### src/rtl/period_gen_if.sv
// Request/response bundle for period_gen: burst request in, status and square wave out.
interface period_gen_if;
  logic        start;
  logic [19:0] prd;
  logic [7:0]  n_cyc;
  logic        ready;
  logic        done_tick;
  logic        err;
  logic        so;

  modport master (output start, prd, n_cyc, input ready, done_tick, err, so);
  modport slave  (input start, prd, n_cyc, output ready, done_tick, err, so);
endinterface

### src/rtl/period_gen.sv
// Burst square-wave generator: n_cyc periods of prd microseconds, high phase gets the odd microsecond.
module period_gen #(
  parameter int MAX_COUNTER_NUMBER = 50
) (
  input logic         clk,
  input logic         reset,
  period_gen_if.slave bus
);
  typedef enum logic [1:0] {IDLE, HIGH, LOW, DONE} state_t;

  localparam logic [6:0] T_LAST = 7'(MAX_COUNTER_NUMBER - 1);

  state_t      state, state_nx;
  logic [19:0] prd_reg, prd_nx;
  logic [19:0] hi_us, hi_nx;
  logic [19:0] u_reg, u_nx;
  logic [6:0]  t_reg, t_nx;
  logic [7:0]  cnt_reg, cnt_nx;
  logic        so_reg, so_nx;
  logic        err_reg, err_nx;
  logic [19:0] lo_us;
  logic        t_wrap;

  // Low phase length follows from the latched period, so it never drifts from hi_us.
  assign lo_us  = prd_reg - hi_us;
  assign t_wrap = (t_reg == T_LAST);

  always_comb begin
    state_nx = state;
    prd_nx   = prd_reg;
    hi_nx    = hi_us;
    u_nx     = u_reg;
    t_nx     = t_reg;
    cnt_nx   = cnt_reg;
    so_nx    = so_reg;
    err_nx   = err_reg;
    case (state)
      IDLE: begin
        if (bus.start) begin
          prd_nx = bus.prd;
          cnt_nx = bus.n_cyc;
          hi_nx  = bus.prd - (bus.prd >> 1);
          if (bus.prd < 20'd2 || bus.n_cyc == 8'd0) begin
            state_nx = DONE;
            err_nx   = 1'b1;
            so_nx    = 1'b0;
          end else begin
            state_nx = HIGH;
            so_nx    = 1'b1;
            t_nx     = '0;
            u_nx     = '0;
            err_nx   = 1'b0;
          end
        end
      end
      HIGH: begin
        t_nx = t_wrap ? 7'd0 : t_reg + 7'd1;
        u_nx = t_wrap ? u_reg + 20'd1 : u_reg;
        if (t_wrap && u_reg == hi_us - 20'd1) begin
          state_nx = LOW;
          so_nx    = 1'b0;
          t_nx     = '0;
          u_nx     = '0;
        end
      end
      LOW: begin
        t_nx = t_wrap ? 7'd0 : t_reg + 7'd1;
        u_nx = t_wrap ? u_reg + 20'd1 : u_reg;
        if (t_wrap && u_reg == lo_us - 20'd1) begin
          cnt_nx = cnt_reg - 8'd1;
          t_nx   = '0;
          u_nx   = '0;
          if (cnt_reg == 8'd1) begin
            state_nx = DONE;
            so_nx    = 1'b0;
          end else begin
            state_nx = HIGH;
            so_nx    = 1'b1;
          end
        end
      end
      DONE:    state_nx = IDLE;
      default: state_nx = IDLE;
    endcase
  end

  always_ff @(posedge clk) begin
    if (reset) begin
      state   <= IDLE;
      prd_reg <= '0;
      hi_us   <= '0;
      u_reg   <= '0;
      t_reg   <= '0;
      cnt_reg <= '0;
      so_reg  <= 1'b0;
      err_reg <= 1'b0;
    end else begin
      state   <= state_nx;
      prd_reg <= prd_nx;
      hi_us   <= hi_nx;
      u_reg   <= u_nx;
      t_reg   <= t_nx;
      cnt_reg <= cnt_nx;
      so_reg  <= so_nx;
      err_reg <= err_nx;
    end
  end

  assign bus.ready     = (state == IDLE);
  assign bus.done_tick = (state == DONE);
  assign bus.err       = (state == DONE) & err_reg;
  assign bus.so        = so_reg;
endmodule

### src/flat_wrapper.sv
// flat-port wrapper written by rule: the top's interface ports become plain ports
module period_gen_flat 
#(
  parameter int MAX_COUNTER_NUMBER = 50
)
  (clk, reset, bus_start, bus_prd, bus_n_cyc, bus_ready, bus_done_tick, bus_err, bus_so);
  period_gen_if bus_i ();
  input logic clk;
  input logic reset;
  input wire logic [$bits(bus_i.start)-1:0] bus_start;
  input wire logic [$bits(bus_i.prd)-1:0] bus_prd;
  input wire logic [$bits(bus_i.n_cyc)-1:0] bus_n_cyc;
  output wire logic [$bits(bus_i.ready)-1:0] bus_ready;
  output wire logic [$bits(bus_i.done_tick)-1:0] bus_done_tick;
  output wire logic [$bits(bus_i.err)-1:0] bus_err;
  output wire logic [$bits(bus_i.so)-1:0] bus_so;
  assign bus_i.start = bus_start;
  assign bus_i.prd = bus_prd;
  assign bus_i.n_cyc = bus_n_cyc;
  assign bus_ready = bus_i.ready;
  assign bus_done_tick = bus_i.done_tick;
  assign bus_err = bus_i.err;
  assign bus_so = bus_i.so;
  period_gen #(.MAX_COUNTER_NUMBER(MAX_COUNTER_NUMBER)) u_core (.clk(clk), .reset(reset), .bus(bus_i));
endmodule
### config.mk
export PLATFORM = sky130hd
export DESIGN_NAME = period_gen_flat
export DESIGN_NICKNAME = d
export VERILOG_FILES = /design/src/rtl/period_gen_if.sv /design/src/rtl/period_gen.sv /design/src/flat_wrapper.sv
export SDC_FILE = /design/constraint.sdc
export NUM_CORES = 1
export LEC_CHECK = 0
export CORE_MARGIN = 3
export CORE_UTILIZATION = 54
export DETAILED_ROUTE_END_ITERATION = 16
export PLACE_DENSITY = 0.73
export SYNTH_ARGS = -nofsm -noshare
export SYNTH_HDL_FRONTEND = slang
export SYNTH_SLANG_ARGS = --single-unit
export TNS_END_PERCENT = 100
### constraint.sdc
create_clock -name clk -period 11 [get_ports clk]
set_input_delay 1.65 -clock clk [delete_from_list [all_inputs] [get_ports clk]]
set_output_delay 1.65 -clock clk [all_outputs]
set_load 0.01 [all_outputs]
**Word level (Yosys, flattened, before mapping)**

Index checks and enable logic that the tools add are counted.

- Register bits after elaboration: 79
- Input port bits: 31
- Output and inout port bits: 4
- Word-level logic and storage cells: 68

- $add $sub $neg: 7
- Magnitude comparators: 1
- Eq/ne operators: 11
- Mux-type cells: 28
- Bitwise gates (word level): 1
- Reductions and logical operators: 12

Operators with widths:

| cell | number |
|---|---|
| 2-to-1 mux 20 bit | 5 |
| case mux 20 bit (3 select lines) | 1 |
| == test 20 bit | 2 |
| subtractor 20 x 1 -> 20 bit, second input constant | 2 |
| 2-to-1 mux 7 bit | 5 |
| case mux 7 bit (3 select lines) | 1 |
| adder 20 x 1 -> 20 bit, second input constant | 1 |
| less-than comparator 20 x 2 -> 1 bit, second input constant | 1 |
| subtractor 20 x 19 -> 20 bit | 1 |
| subtractor 20 bit | 1 |
| 2-to-1 mux 8 bit | 2 |
| case mux 8 bit (2 select lines) | 1 |
| 2-to-1 mux 2 bit | 5 |
| AND reduction 3 bit | 3 |
| == test 8 x 1 -> 1 bit, second input constant | 1 |
| zero test 8 bit | 1 |
| case mux 2 bit (4 select lines) | 1 |
| subtractor 8 x 1 -> 8 bit, second input constant | 1 |
| adder 7 x 1 -> 7 bit, second input constant | 1 |
| == test 7 x 6 -> 1 bit, second input constant | 1 |
| 2-to-1 mux 1 bit | 6 |
| == test 2 bit, second input constant | 2 |
| inequality test 2 x 1 -> 1 bit, second input constant | 2 |
| inequality test 2 bit, second input constant | 2 |
| other kinds (10) | 11 |

**Logic depth before layout (Yosys ltp)**

Gate-level depths: netlist of the first run.

- Word-level depth: 6
- Mapped depth: 14

**Least setup slack after synthesis of the first run**

No wires, ideal clock.

- Kind: input to register
- From: input port bus_prd[0]
- To: register u_core.hi_us[16]
- Setup time: 0.114 ns
- Data arrival time: 3.666 ns
- Data required time: 10.886 ns
- Setup slack: 7.219 ns
- Cell stages on the path: 12
- Path buffers: 0
- Cell sequence: inv_1 > ha_1 > fa_1 > o21bai_1 > a21oi_1 > o21ai_0 > nand4_1 > a21oi_1 > a211oi_1 > o21bai_1 > a211oi_1 > a2111oi_0

- Word-level cells in the longest chain between the ends: 1

RTL lines:

| element | RTL line | source |
|---|---|---|
| start, declared | flat_wrapper.sv:11 | `input wire logic [$bits(bus_i.prd)-1:0] bus_prd;` |
| subtractor 20 x 19 -> 20 bit | period_gen.sv:42 | `hi_nx = bus.prd - (bus.prd >> 1);` |
| end signal, assigned | period_gen.sv:100 | `hi_us <= hi_nx;` |
| end, declared | period_gen.sv:15 | `logic [19:0] hi_us, hi_nx;` |

No other way between the ends.
A chain may end at the register's enable or synchronous reset.

**Worst setup path in the final report of the first run**

- From: input port bus_prd[2]
- To: register u_core.u_reg[1]

- Word-level cells in the longest chain between the ends: 4

RTL lines:

| element | RTL line | source |
|---|---|---|
| less-than comparator 20 x 2 -> 1 bit | period_gen.sv:43 | `if (bus.prd < 20'd2 \|\| bus.n_cyc == 8'd0) begin` |
| logical OR 1 bit | period_gen.sv:43 |  |
| inequality test 2 bit (no source line) | n/a |  |
| AND reduction 3 bit (no source line) | n/a |  |
| end signal, assigned | period_gen.sv:101 | `u_reg <= u_nx;` |
| end, declared | period_gen.sv:16 | `logic [19:0] u_reg, u_nx;` |

No other way between the ends.

==> flow_metrics.env, run 1 <==
export IMPL_grt_setup_unrepaired="no"
export IMPL_finalClockSkew_ns=0.00594
export IMPL_maxCapViolations=0
export IMPL_met2_usage_pct=42.1
export IMPL_clk_pin_slew_ns=0.06
export IMPL_drt_iter0_drc=953
export IMPL_start_util_pct=55.6
export IMPL_ir_drop_mv=0.0842
export IMPL_cts_sinks=79
export IMPL_setup_tns_final_ns=0
export IMPL_grt_pass1_wl_um=32900
export IMPL_grt_remaining_overflow=0
export IMPL_die_width_um=123
export IMPL_worstSetupPathType="in -> reg"
export IMPL_grt_start_max_net_pins=53
export IMPL_final_cell_mix="nand2_1 (125), a21oi_1 (87), inv_1 (79), dfxtp_1 (79), nor2_1 (76)"
export IMPL_core_mm2=0.0133
export IMPL_timing_fmax_mhz=200
export IMPL_arrival_ns=5.21
export IMPL_netlist_area_mm2=0.00740
export IMPL_cts_buffers=9
export IMPL_wirelength_um=20500
export IMPL_critical_path_required_ns=11.20
export IMPL_fin_crit_sh_pct=45.6
export IMPL_io_pins=35
export IMPL_drive_above_1_share_pct=3.90
export IMPL_ys_flop_type="dfxtp_1"
export IMPL_use_met1_pct=38.9
export IMPL_hold_ws_ns=0.461
export IMPL_synth_net_count=1115
export IMPL_rr_worst_depth=13
export IMPL_hold_buffers=0
export IMPL_slew_headroom_pct=35.8
export IMPL_drt_pass1_iterations=5
export IMPL_setup_viol=0
export IMPL_clkLatencyLatePin_ns=0.35
export IMPL_cts_root_buf="clkbuf_16"
export IMPL_busiest_layer="met2"
export IMPL_row_count=42
export IMPL_synthMuxAreaShare_pct=1.10
export IMPL_first_global_vias=6614
export IMPL_netlist_cell_type_count=77
export IMPL_yosysSeqAreaShare_pct=21.4
export IMPL_wl_per_cell_um=17.0
export IMPL_viasPerCell=6.18
export IMPL_async_flop_share_pct=0
export IMPL_clk_path_buf_depth=2
export IMPL_syn_area_per_cell_um2=7.24
export IMPL_path_max_fanout=21
export IMPL_nets=1115
export IMPL_synth_adder_area_share_pct=10.7
export IMPL_synthCells=1022
export IMPL_io_buffers=34
export IMPL_dieArea_mm2=0.0151
export IMPL_synthSimpleGateAreaFrac_pct=24.7
export IMPL_slew_viol_final=0
export IMPL_die_h_um=123
export IMPL_min_delay_path_depth=2
export IMPL_ctsResizeCount=0
export IMPL_ys_ff_latch=79
export IMPL_total_leakage_power_nw=3.20
export IMPL_synth_compound_area_share_pct=27.4
export IMPL_gp_congestion=0.934
export IMPL_cts_htree_levels=3
export IMPL_final_antenna_net_count=0
export IMPL_fin_crit_ns=5.01
export IMPL_final_common_cell="nand2_1"
export IMPL_synth_xor_area_share_pct=7.76
export IMPL_post_cts_buffers=0
export IMPL_synth_edff_count=0
export IMPL_ys_warnings_count=0
export IMPL_grt_met3_usage_pct=2.70
export IMPL_cts_tree="built"
export IMPL_hpwl_um=15400
export IMPL_status="completed"
export IMPL_gr_usage_all_layers_pct=27.0
export IMPL_finalHoldViolCount=0
export IMPL_min_path_type="reg -> reg"
export IMPL_tightest_slew_ns=0.958
export IMPL_postLayoutCoreUtil_pct=61.0
export IMPL_antenna_cells=0
export IMPL_antenna_found_initial=0
export IMPL_vias=7425
export IMPL_drc_errors=0
export IMPL_area_growth_pct=9.54
export IMPL_crit_path_end_kind="flop"
export IMPL_powerDensity_mw_per_mm2=192
export IMPL_worstSetupStartpointType="primary input"
export IMPL_synth_top_family_by_area="compound AO/OA/AOI/OAI gates"
[through the flow]
| stage | std cells | area (µm²) | power, mW | worst slack (ns) |
|---|---|---|---|---|
| after CTS | 1202 | 8100 | 1.54 | 6.02 |
| after global routing | 1202 | 8100 | 1.67 | 5.78 |
| final | 1202 | 8100 | 1.56 | 5.99 |
| after global placement | 1187 | 7800 | 1.23 | 5.76 |
| after detailed placement | 1187 | 7800 | 1.24 | 5.67 |
| after floorplan | 1022 | 7400 | 1.04 | 7.22 |
[power breakdown]
| group | switching (mW) | leakage [nW] | internal [mW] |
|---|---|---|---|
| clock network | 0.118 | 0.145 | 0.186 |
| logic | 0.536 | 2.41 | 0.340 |
| registers | 0.0493 | 0.646 | 0.328 |
| total | 0.704 | 3.20 | 0.855 |
[cells by family after synthesis]
logic type	Yosys count
xor+xnor	63
simple gates	375
compound gates	303
mux	8
flops	79
fa+ha+maj	62
buf+inv	132
[path summary, 6_finish.rpt]
path	slack, ns	to	start
max reg2reg	6.05	u_core.u_reg[10]	u_core.hi_us[0]
min reg2reg	0.46	u_core.prd_reg[2]	u_core.prd_reg[2]
max	5.99	u_core.u_reg[1]	bus_prd[2]
min	0.46	u_core.prd_reg[2]	u_core.prd_reg[2]
[worst max-delay path, cell delays in order]
cell and delay, ns:
clkdlybuf4s50_1 0.56, inv_1 0.11, ha_1 0.21, a41oi_1 0.35
o21ai_0 0.17, a32o_1 0.36, o22ai_1 0.41, nand2b_1 0.70
o31ai_1 0.17, a21oi_1 0.37, o22ai_1 0.15
[synthesized netlist by cell type (8+ instances only)]
cell      count  area [µm²]
a211oi_1     19         143
a21o_1        8        60.1
a21oi_1      87         435
a31oi_1      14        87.6
and2_1        8        50.1
and3_1       10        62.6
buf_2        11        55.1
clkbuf_1     39         146
dfxtp_1      79        1580
ha_1         60         751
inv_1        79         297
nand2_1     125         469
nand2b_1      9        56.3
nand3_1      35         175
nand4_1      23         144
nor2_1       76         285
nor2b_1      13        81.3
nor3_1       23         115
nor4_1       15        93.8
o211ai_1      8        60.1
o21ai_0      36         180
o21bai_1     14         105
o22ai_1      23         144
o31ai_1      23         173
or3_1        10        62.6
xnor2_1      32         280
xor2_1       29         254
[layer usage]
layer | routed length (µm) | vias up
li1 | - | 3705
met2 | 9190 | 259
met4 | 510 | 0
met3 | 1220 | 42
met5 | 0 | -
met1 | 9550 | 3419
[final cells by class]
cell class / instances / area [µm²]
multi-input combinational: 811 / 5310
inverter: 79 / 297
sequential: 79 / 1580
clock buffer: 12 / 256
fill: 1260 / 5190
tap: 176 / 220
clock inverter: 3 / 42.5
timing repair buffer: 42 / 395
No activity file was read; power rests on OpenSTA's default activity.
==> inputs of run 2 (changes only) <==
PLACE_DENSITY = 0.75   (was 0.73)
clock period = 4.2 ns   (was 11 ns; I/O delays follow)
==> run 2 against run 1 <==
  * Cell area up 2.3%
  * Sequential power rose to 2.6 times the previous value
  * Clock power rose to 2.9 times the previous value
  * Non-clock buffer count up 18
  * Global-route usage up 1.3 points
  * Final cell count up 1.6%
  * Combinational power rose to 2.7 times the previous value
  * Routed wire length up 2.0%
  * Sequential cell count unchanged
  * Clock skew down 0.0011 ns
  * Critical path type is now reg -> reg
==> flow_metrics.env, run 2 (synthesized netlist as in run 1, its figures left out) <==
export IMPL_status="completed"
export IMPL_slew_headroom_pct=42.8
export IMPL_clkLatencyLatePin_ns=0.35
export IMPL_hpwl_um=16100
export IMPL_wl_per_cell_um=17.1
export IMPL_final_cell_mix="nand2_1 (125), a21oi_1 (85), inv_1 (79), dfxtp_1 (79), nor2_1 (76)"
export IMPL_ir_drop_mv=0.254
export IMPL_ctsResizeCount=0
export IMPL_nets=1133
export IMPL_drt_pass1_iterations=5
export IMPL_row_count=42
export IMPL_dieArea_mm2=0.0151
export IMPL_multi_input_area_mm2=0.00532
export IMPL_vias=7575
export IMPL_seq_area_mm2=0.00158
export IMPL_path_max_fanout=8
export IMPL_antenna_found_initial=0
export IMPL_cts_sinks=79
export IMPL_gr_usage_all_layers_pct=28.3
export IMPL_fin_crit_sh_pct=93.8
export IMPL_final_common_cell="nand2_1"
export IMPL_antenna_cells=0
export IMPL_post_cts_buffers=0
export IMPL_drive_above_1_share_pct=5.84
export IMPL_io_pins=35
export IMPL_worstSetupStartpointType="flop"
export IMPL_total_leakage_power_nw=3.31
export IMPL_final_antenna_net_count=0
export IMPL_gp_congestion=0.967
export IMPL_cts_tree="built"
export IMPL_arrival_ns=4.16
export IMPL_critical_path_required_ns=4.42
export IMPL_grt_setup_unrepaired="no"
export IMPL_tightest_slew_ns=0.851
export IMPL_worstSetupPathType="reg -> reg"
export IMPL_die_width_um=123
export IMPL_wirelength_um=20900
export IMPL_grt_pass1_wl_um=34300
export IMPL_grt_start_max_net_pins=51
export IMPL_core_mm2=0.0133
export IMPL_maxCapViolations=0
export IMPL_setup_viol=0
export IMPL_cts_buffers=9
export IMPL_finalClockSkew_ns=0.00483
export IMPL_hold_ws_ns=0.467
export IMPL_finalHoldViolCount=0
export IMPL_drc_errors=0
export IMPL_clk_pin_slew_ns=0.06
export IMPL_area_growth_pct=12.1
export IMPL_first_global_vias=6977
export IMPL_cts_root_buf="clkbuf_16"
export IMPL_viasPerCell=6.20
export IMPL_drt_iter0_drc=855
export IMPL_clk_path_buf_depth=2
export IMPL_fillers=1261
export IMPL_crit_path_end_kind="flop"
export IMPL_start_util_pct=55.6
export IMPL_hold_buffers=0
export IMPL_die_h_um=123
export IMPL_io_buffers=34
export IMPL_min_path_type="reg -> reg"
export IMPL_grt_remaining_overflow=0
export IMPL_powerDensity_mw_per_mm2=514
export IMPL_cts_htree_levels=3
export IMPL_setup_tns_final_ns=0
export IMPL_slew_viol_final=0
export IMPL_timing_fmax_mhz=254
export IMPL_fin_crit_ns=3.94
[run 2: cell count changes in the layout (fill, tap and decap cells not counted), sizes merged]
cell      delta
buf         +18
clkinv       -1
clkbuf       +2
clkinvlp     -1
bufinv       +1
[run 2: area by class of cell]
type,instances,share of cell area [%]
clock inverter,2,0.724
timing repair buffer,60,6.40
sequential,79,19.1
clock buffer,14,3.43
tap,176,2.66
inverter,79,3.58
multi-input combinational,811,64.1
[run 2: worst paths after layout]
kind / to / cells past startpoint / slack, ns / startpoint
worst max register to register: u_core.cnt_reg[2] / 13 / 0.26 / u_core.hi_us[0]
worst min-delay path: u_core.prd_reg[2] / 2 / 0.47 / u_core.prd_reg[2]
worst max-delay path: u_core.cnt_reg[2] / 13 / 0.26 / u_core.hi_us[0]
worst min register to register: u_core.prd_reg[2] / 2 / 0.47 / u_core.prd_reg[2]
[run 2: power breakdown]
group	switching, mW	total, mW	internal [mW]
combinational	1.44	2.39	0.943
clock	0.313	0.899	0.586
sequential	0.117	0.976	0.859
[run 2: routing by layer]
metal | vias to the layer above | track usage (%) | wire length, µm
met1 | 3503 | 40.3 | 9610
met4 | 0 | 10.4 | 510
met3 | 37 | 3.48 | 1400
met2 | 301 | 43.9 | 9350
li1 | 3734 | - | -
met5 | - | 0 | 0
[run 2: critical path: stages (launching register included)]
cell and delay, ns:
dfxtp_1 0.33, inv_1 0.06, ha_1 0.23, fa_1 0.42, a21o_1 0.19, a41o_1 0.25
o21ai_1 0.16, nand3_1 0.11, or4_1 0.50, or4_1 0.45, o41a_1 0.49, buf_4 0.21
o311ai_1 0.27, o31ai_1 0.12
[run 2: per-stage QoR]
stage	cell area (µm²)	std cells	util [%]	setup slack, ns	total power [mW]
4_1_cts	8280	1221	62.3	0.250	4.21
5_1_grt	8290	1221	62.4	0.00563	4.57
3_5_place_dp	7940	1205	59.7	0.268	3.30
6_report	8290	1221	62.4	0.259	4.26
2_1_floorplan	7400	1022	-	0.516	2.71
3_3_place_gp	7940	1205	59.7	0.335	3.30
